<file path="src/rtl/seg7_rx_decode.sv">
// Seven-segment receive decoder: per-digit debounce, hex decode, one-deep event slot, shadow values.
// Optional macro SEG7RX_DP_EN includes the decimal point (seg_n[0]) in compares and out_dp.
module seg7_rx_decode #(
  parameter int NDIG   = 8,
  parameter int STABLE = 3
) (
  input  logic                    clk,
  input  logic                    rst_n,
  input  logic                    seg_vld,
  input  logic [$clog2(NDIG)-1:0] dig_sel,
  input  logic [7:0]              seg_n,
  output logic                    out_vld,
  input  logic                    out_rdy,
  output logic [$clog2(NDIG)-1:0] out_dig,
  output logic [3:0]              out_val,
  output logic                    out_dp,
  output logic                    out_err,
  output logic                    out_blank,
  output logic                    ovf,
  output logic [4*NDIG-1:0]       val_flat
);
  localparam int DW = $clog2(NDIG);
  localparam int CW = $clog2(STABLE + 1);
  localparam logic [CW-1:0] STB    = CW'(STABLE);
  localparam logic [DW:0]   NDIG_W = (DW + 1)'(NDIG);

  // Tuple layout: {val[3:0], dp, err, blank}
  logic [7:0]    cand_q  [NDIG];
  logic [7:0]    cand_d  [NDIG];
  logic [CW-1:0] cnt_q   [NDIG];
  logic [CW-1:0] cnt_d   [NDIG];
  logic [6:0]    shad_q  [NDIG];
  logic [6:0]    shad_d  [NDIG];
  logic [NDIG-1:0] known_q, known_d;
  logic          out_vld_q, out_vld_d;
  logic [DW-1:0] out_dig_q, out_dig_d;
  logic [6:0]    out_tup_q, out_tup_d;
  logic          ovf_q, ovf_d;

  logic [7:0] samp;
  logic [6:0] tup;
  logic       accept, confirm, fire;

`ifdef SEG7RX_DP_EN
  assign samp = seg_n;
`else
  assign samp = {seg_n[7:1], 1'b1};
`endif

  function automatic logic [6:0] decode(input logic [7:0] s);
    logic [6:0] a;
    logic [3:0] v;
    logic       e, b;
    a = ~s[7:1];
    v = 4'd0;
    e = 1'b0;
    b = 1'b0;
    case (a)
      7'h7E: v = 4'h0;  7'h30: v = 4'h1;  7'h6D: v = 4'h2;  7'h79: v = 4'h3;
      7'h33: v = 4'h4;  7'h5B: v = 4'h5;  7'h5F: v = 4'h6;  7'h70: v = 4'h7;
      7'h7F: v = 4'h8;  7'h7B: v = 4'h9;  7'h77: v = 4'hA;  7'h1F: v = 4'hB;
      7'h4E: v = 4'hC;  7'h3D: v = 4'hD;  7'h4F: v = 4'hE;  7'h47: v = 4'hF;
      7'h00: b = 1'b1;
      default: e = 1'b1;
    endcase
    return {v, ~s[0], e, b};
  endfunction

  always_comb begin
    cand_d    = cand_q;
    cnt_d     = cnt_q;
    shad_d    = shad_q;
    known_d   = known_q;
    out_vld_d = out_vld_q;
    out_dig_d = out_dig_q;
    out_tup_d = out_tup_q;
    ovf_d     = ovf_q;
    confirm   = 1'b0;
    tup       = decode(samp);
    accept    = seg_vld && ({1'b0, dig_sel} < NDIG_W);
    fire      = out_vld_q & out_rdy;

    if (accept) begin
      if (samp == cand_q[dig_sel]) begin
        if (cnt_q[dig_sel] != STB) begin
          cnt_d[dig_sel] = cnt_q[dig_sel] + 1'b1;
          confirm        = (cnt_q[dig_sel] == STB - 1'b1);
        end
      end else begin
        cand_d[dig_sel] = samp;
        cnt_d[dig_sel]  = CW'(1);
        confirm         = (STABLE == 1);
      end
    end

    if (fire) out_vld_d = 1'b0;

    // Shadow tracks every confirmed change even when the event itself is dropped.
    if (confirm && (!known_q[dig_sel] || tup != shad_q[dig_sel])) begin
      shad_d[dig_sel]  = tup;
      known_d[dig_sel] = 1'b1;
      if (!out_vld_q || fire) begin
        out_vld_d = 1'b1;
        out_dig_d = dig_sel;
        out_tup_d = tup;
      end else begin
        ovf_d = 1'b1;
      end
    end
  end

  always_ff @(posedge clk or negedge rst_n) begin
    if (!rst_n) begin
      for (int k = 0; k < NDIG; k++) begin
        cand_q[k] <= 8'hFF;
        cnt_q[k]  <= '0;
        shad_q[k] <= '0;
      end
      known_q   <= '0;
      out_vld_q <= 1'b0;
      out_dig_q <= '0;
      out_tup_q <= '0;
      ovf_q     <= 1'b0;
    end else begin
      cand_q    <= cand_d;
      cnt_q     <= cnt_d;
      shad_q    <= shad_d;
      known_q   <= known_d;
      out_vld_q <= out_vld_d;
      out_dig_q <= out_dig_d;
      out_tup_q <= out_tup_d;
      ovf_q     <= ovf_d;
    end
  end

  always_comb begin
    val_flat = '0;
    for (int k = 0; k < NDIG; k++) val_flat[4*k +: 4] = shad_q[k][6:3];
  end

  assign out_vld   = out_vld_q;
  assign out_dig   = out_dig_q;
  assign out_val   = out_tup_q[6:3];
  assign out_err   = out_tup_q[1];
  assign out_blank = out_tup_q[0];
  assign ovf       = ovf_q;
`ifdef SEG7RX_DP_EN
  assign out_dp    = out_tup_q[2];
`else
  assign out_dp    = 1'b0;
`endif

endmodule
</file>
<file path="config.mk">
export PLATFORM = sky130hd
export DESIGN_NAME = seg7_rx_decode
export DESIGN_NICKNAME = d
export VERILOG_FILES = /design/src/rtl/seg7_rx_decode.sv
export SDC_FILE = /design/constraint.sdc
export NUM_CORES = 1
export LEC_CHECK = 0
export ABC_CLOCK_PERIOD_IN_PS = 4500
export BUFFER_PORTS_ARGS = -buffer_cell sky130_fd_sc_hd__clkbuf_2
export CELL_PAD_IN_SITES_DETAIL_PLACEMENT = 0
export CELL_PAD_IN_SITES_GLOBAL_PLACEMENT = 1
export CORE_UTILIZATION = 30
export DETAILED_ROUTE_END_ITERATION = 7
export PLACE_DENSITY_LB_ADDON = 0.1
export SETUP_SLACK_MARGIN = 0.2
export SLEW_MARGIN = 10
export SYNTH_ARGS = -nofsm -noshare
export SYNTH_HDL_FRONTEND = slang
export SYNTH_SLANG_ARGS = --single-unit
</file>
<file path="constraint.sdc">
create_clock -name clk -period 4.5 [get_ports clk]
set_input_delay 0.45 -clock clk [delete_from_list [all_inputs] [get_ports clk]]
set_output_delay 0.45 -clock clk [all_outputs]
set_load 0.005 [all_outputs]
</file>
Word level (Yosys, flattened, before mapping)
Cells that the tools add are included.
{"block": "totals", "ff_bits": 155, "latch_bits": 0, "mem_bits_rw": 0, "mem_bits_ro": 0, "out_inout_bits": 44, "n_memories": 0}
{"block": "op_classes", "n_addsub": 1, "mul": 0, "div": 0, "magnitude_cmp": 4, "eq_ne": 21, "n_shift": 0, "mux": 33, "n_bitwise": 9, "reduce_logical": 13}
{"op": "$eq 7x7->1 const B", "count": 12}
{"op": "$bwmux 64", "count": 1}
{"op": "$pmux 4 s15", "count": 1}
{"op": "$bwmux 56", "count": 1}
{"op": "$mux 16", "count": 2}
{"op": "$bmux 8 s3", "count": 1}
{"op": "$demux 8 s3", "count": 1}
{"op": "$mux 8", "count": 3}
{"op": "$bmux 7 s3", "count": 1}
{"op": "$demux 7 s3", "count": 1}
{"op": "$eq 7x6->1 const B", "count": 3}
{"op": "$mux 7", "count": 3}
{"op": "$reduce_or 17->1", "count": 1}
{"op": "$bwmux 16", "count": 1}
{"op": "$or 8x8->8", "count": 2}
{"op": "$mux 1", "count": 10}
{"op": "$and 8x8->8", "count": 1}
{"op": "$eq 8x8->1", "count": 1}
{"op": "$not 8->8", "count": 1}
{"op": "$reduce_and 2->1", "count": 4}
{"op": "$eq 7x5->1 const B", "count": 1}
{"op": "$logic_not 7->1", "count": 1}
{"op": "$ne 7x7->1", "count": 1}
{"op": "$not 7->7", "count": 1}
{"op": "other kinds (19)", "count": 26}

Depth between registers and ports, before layout
Gate-level depths: netlist (run 1).
{"block": "logic_depth", "ltp_word": 10, "ltp_mapped": 15, "depth_no_buf": 10}

Worst setup path after synthesis (run 1)
OpenSTA, ideal clock, no wires.
{"block": "synth_timing", "kind": "input to register", "startpoint": "input dig_sel[2]", "endpoint": "register out_dig_q[0] (netlist: out_dig[0])", "setup_time_ns": 0.125, "t_arrival_ns": 3.351, "setup_slack_ns": 1.024, "stages": 13, "path_cell_list": "buf_2 > buf_6 > buf_4 > nor2_1 > and2_1 > clkbuf_1 > a22o_1 > a221oi_1 > and3_1 > ha_1 > nand2_1 > a2111oi_4 > mux2_4"}
{"block": "synth_via", "elab_chain_cells": 10}
{"item": "start, declared", "line": "10", "rtl": "input logic [$clog2(NDIG)-1:0] dig_sel,"}
{"item": "$not 3->4 (implied by the code)"}
{"item": "$bmux 2 s3", "line": "85, 87"}
{"item": "$mux 2 (implied by the code) (2 in series)", "line": "85, 87"}
{"item": "$eq 2x2->1 / $ne 2x2->1 (equally long branches)", "line": "87, 85"}
{"item": "$mux 1", "line": "85", "rtl": "if (cnt_q[dig_sel] != STB) begin"}
{"item": "$mux 1", "line": "84", "rtl": "if (samp == cand_q[dig_sel]) begin"}
{"item": "$mux 1", "line": "83", "rtl": "if (accept) begin"}
{"item": "$logic_and 1x1->1 (*)", "line": "99", "rtl": "if (confirm && (!known_q[dig_sel] || tup != shad_q[dig_sel])) begin"}
{"item": "$reduce_and 2->1 (no source line) (*)"}
{"item": "end signal, assigned", "line": "130", "rtl": "out_dig_q <= out_dig_d;"}
{"item": "end, declared", "line": "36", "rtl": "logic [DW-1:0] out_dig_q, out_dig_d;"}
Mark *: on every way between the ends. The rest lies on a longest branch, timed or not. The select of a mux whose other input is x is not followed.
A chain may end at the register's enable or synchronous reset.

Worst setup path in the final report (run 1)
{"block": "layout_timing", "startpoint": "input dig_sel[2]", "endpoint": "register shad_q[22] in the netlist's numbering"}
{"block": "layout_via", "elab_chain_cells": 9}
{"item": "$not 3->4 (implied by the code)"}
{"item": "$bmux 2 s3", "line": "85, 87"}
{"item": "$mux 2 (implied by the code) (2 in series)", "line": "85, 87"}
{"item": "$eq 2x2->1 / $ne 2x2->1 (equally long branches)", "line": "87, 85"}
{"item": "$mux 1", "line": "85"}
{"item": "$mux 1", "line": "84"}
{"item": "$mux 1", "line": "83"}
{"item": "$logic_and 1x1->1", "line": "99"}
{"item": "end signal, assigned by index", "line": "117", "rtl": "shad_q[k] <= '0;"}
{"item": "end signal, assigned", "line": "127", "rtl": "shad_q <= shad_d;"}
{"item": "end, declared", "line": "32", "rtl": "logic [6:0] shad_q [NDIG];"}
Several ways; a longest one is shown, not always the timed one. The select of a mux whose other input is x is not followed.

==> impl_metrics.csv, run 1 <==
group,metric,value,unit
run_status,outcome,"complete, no violations",
worst_hold_path,hold_class,"input pin to asynchronous set/reset pin",
clock_network,clock_path_buffers,2,
timing,final-hold-violation-count,0,
finish,final_cell_mix,"mux2_2, dfrtp_1, dfstp_2",
critical_path,cp-end-kind,"register",
placed_design,dpl_cell_area,0.00797,mm^2
global_route,grt_use_total,0.167,
drt,drtIter0Drc,210,
timing,period_needed,3.85,ns
timing,setup_violations,0,
logic_synthesis,synth_area_leaders,"dfrtp_1, dfstp_2, mux2_2",
floorplanning,fp.dieW,160,um
global_route,antenna_found_initial,0,
logic_synthesis,async_flop_share,1.00,
timing,rsz0062_at_grt,"no",
global_route,grt_max_degree,101,
logic_synthesis,ys_warn_count,0,
logic_synthesis,synth-simple-area-share,0.105,
power_and_ir_drop,leakage,3.76,nW
power_and_ir_drop,ir_worst_vdd,0.185,mV
drt,drc,0,
timing,drv_slew,0,
clock_network,clk_latency,0.44,ns
timing,setup-tns-final,0,ns
clock_network,ctsHtreeMaxLevel,4,
finish,final_common_cell,"mux2_2",
flow_run,cap_violations,0,
power_and_ir_drop,power.density,389,mW/mm^2
finish,num-fill-cells,2381,
drt,avgRoutedWirePerCell,21.0,um
placed_design,portBuffers,56,
logic_synthesis,synth_fp_nets,617,
clock_network,cts_tree,"built",
logic_synthesis,yosysSeqAreaShare,0.476,
critical_path,slowest_stage,"nor4_2",
drt,routed_wl,20400,um
logic_synthesis,synth_mux_area_frac,0.240,
global_route,grt_pass1_vias,5155,
finish,final_cell_area,0.00856,mm^2
clock_network,ctsResizeCount,0,
critical_path,worstSetupStartpointType,"input pin",
logic_synthesis,synthXorXnorAreaFrac,0.0129,
drt,via_per_inst,5.06,
clock_network,post_cts_buffers,0,
floorplanning,die_y,160,um
critical_path,required,4.81,ns
logic_synthesis,synth_compound_area_frac,0.0921,
timing,clock.fmax,260,MHz
logic_synthesis,synth_edf_count,0,
clock_network,clock-sinks,139,
timing,worst_pin_slew,1.23,ns
timing,fin_crit_sh,0.855,
placed_design,gp_congestion,0.769,
floorplanning,ios,59,
finish,layout.nets,652,
logic_synthesis,synth_top_area_share,0.278,
floorplanning,start_util,0.307,
clock_network,cts_root_buf,"clkbuf_16",
critical_path,slowest_delay,0.93,ns
logic_synthesis,synth_top_family_by_area,"multiplexers",
placed_design,dpl.hpwl,13800,um
finish,final_cells,972,
drt,via_count,4914,
logic_synthesis,yosysTopAreaCell,"dfrtp_1",
global_route,grt_pass1_wl,32000,um
critical_path,worst_path_most_repeated_cell,"buf_4",
drt,ant_nets,0,
clock_network,path_clk_slew,0.07,ns
floorplanning,core,0.0243,mm^2
placed_design,place_inst,940,
floorplanning,die-area,0.0255,mm^2
logic_synthesis,avgSynthCellArea,12.4,um^2
finish,drive_gt1_frac,0.528,
finish,diodes,0,
clock_network,numCtsBuffers,17,
logic_synthesis,yosys.cell_types.count,73,
logic_synthesis,synth_fa_ha_area_frac,0.00335,
critical_path,critical_path_arrival,4.16,ns
drt,drt_first_pass_iters,4,
logic_synthesis,syn-cell-area,0.00746,mm^2
timing,fin_skew,0.0159,ns
critical_path,critical_path.cell_chain,"clkbuf_2 -> buf_4 -> nand2b_1 -> nor2_1 -> a22oi_1 -> nand3_1 -> ha_1 -> nand2_1 -> buf_4 -> nor4_2 -> mux2_2",
logic_synthesis,synth_seq_cells,139,
logic_synthesis,synthesis.instances,600,
global_route,gr-total-overflow,0,
logic_synthesis,ys.flop_type,"dfrtp_1",
floorplanning,num_rows,57,
clock_network,postCtsHoldBufs,0,
timing,relSlewSlack,0.174,
finish,area_growth,14.7,%
critical_path,critPathKind,"input pin to register",
critical_path,r2r_slack,0.91,ns
critical_path,path_max_fanout,20,
## Yosys cell counts, types with 11 or more instances
| cell type | instances |
|---|---|
| dfrtp_1 | 83 |
| mux2i_1 | 18 |
| nor2_1 | 20 |
| nand2_1 | 22 |
| a22o_1 | 11 |
| clkbuf_1 | 22 |
| a21oi_1 | 28 |
| buf_4 | 36 |
| dfstp_2 | 56 |
| and3_1 | 14 |
| mux2_2 | 109 |
| buf_2 | 15 |
## area by class of cell
class                      instances  area, um^2  area share
clock inverter                    15         166      0.0194
tap                              324         405      0.0474
sequential                       139        3550       0.415
inverter                           7        26.3     0.00307
multi-input combinational        375        3390       0.397
clock buffer                      17         425      0.0497
timing repair buffer              95         592      0.0692
## per-stage QoR
stage                util  hold WS [ns]  setup slack (ns)  power [mW]
floorplan               -         0.154              1.02        1.81
global placement    0.328         0.450             0.310        1.92
detailed placement  0.328         0.455             0.211        1.94
CTS                 0.352         0.193             0.674        3.37
global route        0.352         0.232             0.450        3.48
finish              0.352         0.170             0.652        3.33
## metal layers
layer | vias up | track usage | routed length (um)
met3 | 16 | 0.0325 | 520
met5 | - | 0 | 0
met2 | 73 | 0.268 | 9710
met1 | 2585 | 0.229 | 9920
li1 | 2240 | - | -
met4 | 0 | 0.0450 | 215
## flip-flops by register name, indices dropped and copies added (netlist names)
name / count
cnt_q: 16
out_tup_q: 6
out_vld: 1
known_q: 8
out_dig: 3
val_flat: 32
shad_q: 16
cand_q: 56
ovf: 1
## where the power goes
part	switching [mW]	leakage (nW)	internal, mW	total [mW]
logic	0.207	1.76	0.195	0.402
clock network	0.668	0.294	0.751	1.42
registers	0.0586	1.71	1.45	1.51
total	0.933	3.76	2.39	3.33
## cells by family after synthesis
group / after synthesis
multiplexers: 148
AND/OR/NAND/NOR: 122
adder cells (fa/ha/maj): 2
other: 1
flip-flops: 139
XOR/XNOR: 11
buffers and inverters: 86
AO/OA/AOI/OAI: 91
## path summary, 6_finish.rpt
kind	start	end	depth (start not counted)
min in group clk	out_rdy	out_vld$_DFF_PN0_	3
max in group asynchronous	rst_n	cand_q[34]$_DFFE_PN1P_	2
max reg2reg	cand_q[36]$_DFFE_PN1P_	shad_q[22]$_DFFE_PN0P_	9
min reg2reg	known_q[2]$_DFFE_PN0P_	known_q[2]$_DFFE_PN0P_	1
min	rst_n	cnt_q[1]$_DFFE_PN0P_	1
max	dig_sel[2]	shad_q[22]$_DFFE_PN0P_	11
## critical path: cells and delay by family
family	cells	cell delay [ns]
simple gates	5	1.82
buf+inv	3	1.11
mux	1	0.42
fa+ha+maj	1	0.18
compound gates	1	0.17
Power figures use the tool's default switching activity.
==> run 2, diff against run 1 <==
--- a/config.mk
+++ b/config.mk
@@ -10,6 +10,7 @@
 export CELL_PAD_IN_SITES_DETAIL_PLACEMENT = 0
 export CELL_PAD_IN_SITES_GLOBAL_PLACEMENT = 1
 export CORE_UTILIZATION = 30
+export CTS_BUF_LIST = sky130_fd_sc_hd__clkbuf_4
 export DETAILED_ROUTE_END_ITERATION = 7
 export PLACE_DENSITY_LB_ADDON = 0.1
 export SETUP_SLACK_MARGIN = 0.2
==> impl_metrics.csv, run 2 (synthesis results as in run 1) <==
group,metric,value,unit
run_status,outcome,"complete, no violations",
clock_network,ctsHtreeMaxLevel,4,
power_and_ir_drop,leakage,3.63,nW
global_route,grt_pass1_wl,32100,um
flow_run,cap_violations,0,
finish,final_cell_mix,"mux2_2, dfrtp_1, dfstp_2",
clock_network,cts_tree,"built",
finish,num-fill-cells,2410,
drt,via_per_inst,5.07,
global_route,grt_max_degree,101,
drt,drt_first_pass_iters,5,
placed_design,gp_congestion,0.769,
global_route,antenna_found_initial,1,
finish,largest-register,"cand_q",
floorplanning,start_util,0.307,
timing,drv_slew,0,
finish,drive_gt1_frac,0.527,
clock_network,clock-sinks,139,
drt,drtIter0Drc,224,
global_route,grt_use_total,0.167,
clock_network,cts_root_buf,"clkbuf_4",
critical_path,slowest_stage,"nor4_2",
power_and_ir_drop,power.density,335,mW/mm^2
clock_network,numCtsBuffers,17,
critical_path,worst_path_most_repeated_cell,"buf_4",
finish,area_growth,10.9,%
worst_hold_path,hold_class,"input pin to register",
timing,clock.fmax,273,MHz
placed_design,dpl.hpwl,13800,um
critical_path,critical_path.cell_chain,"clkbuf_2 -> buf_4 -> nand2b_1 -> nor2_1 -> a22oi_1 -> nand3_1 -> ha_1 -> nand2_1 -> buf_4 -> nor4_2 -> mux2_2",
drt,ant_nets,0,
finish,utilization,0.340,
timing,worst_pin_slew,1.23,ns
floorplanning,die_y,160,um
finish,final_common_cell,"mux2_2",
critical_path,critPathKind,"input pin to register",
critical_path,path_delay_family,"simple AND/OR/NAND/NOR gates",
critical_path,cp_num_buf_inv,3,
timing,fin_skew,0.0338,ns
drt,routed_wl,20300,um
critical_path,worstSetupStartpointType,"input pin",
finish,largest_reg_flops,56,
timing,fin_crit_sh,0.815,
clock_network,post_cts_buffers,0,
critical_path,slowest_delay,0.93,ns
clock_network,ctsResizeCount,0,
floorplanning,core,0.0243,mm^2
global_route,gr-total-overflow,0,
clock_network,path_clk_slew,0.16,ns
critical_path,path_max_fanout,20,
global_route,grt_pass1_vias,5174,
power_and_ir_drop,ir_worst_vdd,0.120,mV
clock_network,clk_latency,0.59,ns
timing,period_needed,3.67,ns
timing,setup_violations,0,
drt,avgRoutedWirePerCell,20.8,um
timing,final-hold-violation-count,0,
clock_network,postCtsHoldBufs,1,
finish,layout.nets,653,
drt,drc,0,
critical_path,critical_path_arrival,4.14,ns
timing,rsz0062_at_grt,"no",
timing,setup-tns-final,0,ns
floorplanning,fp.dieW,160,um
floorplanning,num_rows,57,
critical_path,cp-end-kind,"register",
clock_network,clock_path_buffers,2,
critical_path,required,4.97,ns
timing,relSlewSlack,0.170,
critical_path,r2r_slack,0.91,ns
floorplanning,die-area,0.0255,mm^2
drt,via_count,4934,
floorplanning,ios,59,
placed_design,portBuffers,56,
run 2: per-stage QoR:
stage	power, mW	hold slack, ns	instance area, um^2	instances	worst slack, ns
after floorplan	1.81	0.154	7460	600	1.02
after global placement	1.92	0.450	7970	940	0.310
after detailed placement	1.94	0.455	7970	940	0.211
after CTS	2.82	0.170	8270	973	0.858
after global routing	2.92	0.205	8270	974	0.644
final	2.77	0.220	8270	974	0.832
run 2: layer usage:
layer	GRT usage	routed length [um]	up-vias
met3	0.0340	660	18
met5	0	0	-
met2	0.269	9680	84
met4	0.0420	262	0
met1	0.228	9680	2584
li1	-	-	2248
run 2: cell type report:
| class | count | area [um^2] | area share |
|---|---|---|---|
| antenna | 1 | 2.50 | 0.000302 |
| clock buffer | 17 | 128 | 0.0154 |
| clock inverter | 15 | 166 | 0.0201 |
| inverter | 7 | 26.3 | 0.00318 |
| multi-input combinational | 375 | 3390 | 0.410 |
| sequential | 139 | 3550 | 0.429 |
| tap | 324 | 405 | 0.0490 |
| timing repair buffer | 96 | 602 | 0.0727 |
run 2: power by group:
group	leakage [nW]	internal (mW)	switching [mW]	total [mW]
sequential	1.71	1.45	0.0586	1.51
clock	0.162	0.264	0.598	0.861
combinational	1.76	0.195	0.206	0.402
total	3.63	1.91	0.862	2.77
run 2: final timing paths:
kind                                             start                      to  cells after the start
worst max-delay path                        dig_sel[2]  shad_q[22]$_DFFE_PN0P_                     11
worst min-delay path                           out_rdy       out_vld$_DFF_PN0_                      3
worst max register to register  cand_q[36]$_DFFE_PN1P_  shad_q[22]$_DFFE_PN0P_                      9
worst min register to register  known_q[2]$_DFFE_PN0P_  known_q[2]$_DFFE_PN0P_                      1
max in group asynchronous                        rst_n  cand_q[34]$_DFFE_PN1P_                      3
min in group asynchronous                        rst_n    cnt_q[1]$_DFFE_PN0P_                      2
run 2: worst register-to-register path: cells and delay by family, from the launching register on:
family	cells	cell delay [ns]
xor+xnor	1	0.11
compound gates	1	0.12
mux	3	0.97
simple gates	3	1.54
buf+inv	1	0.19
flops	1	0.56
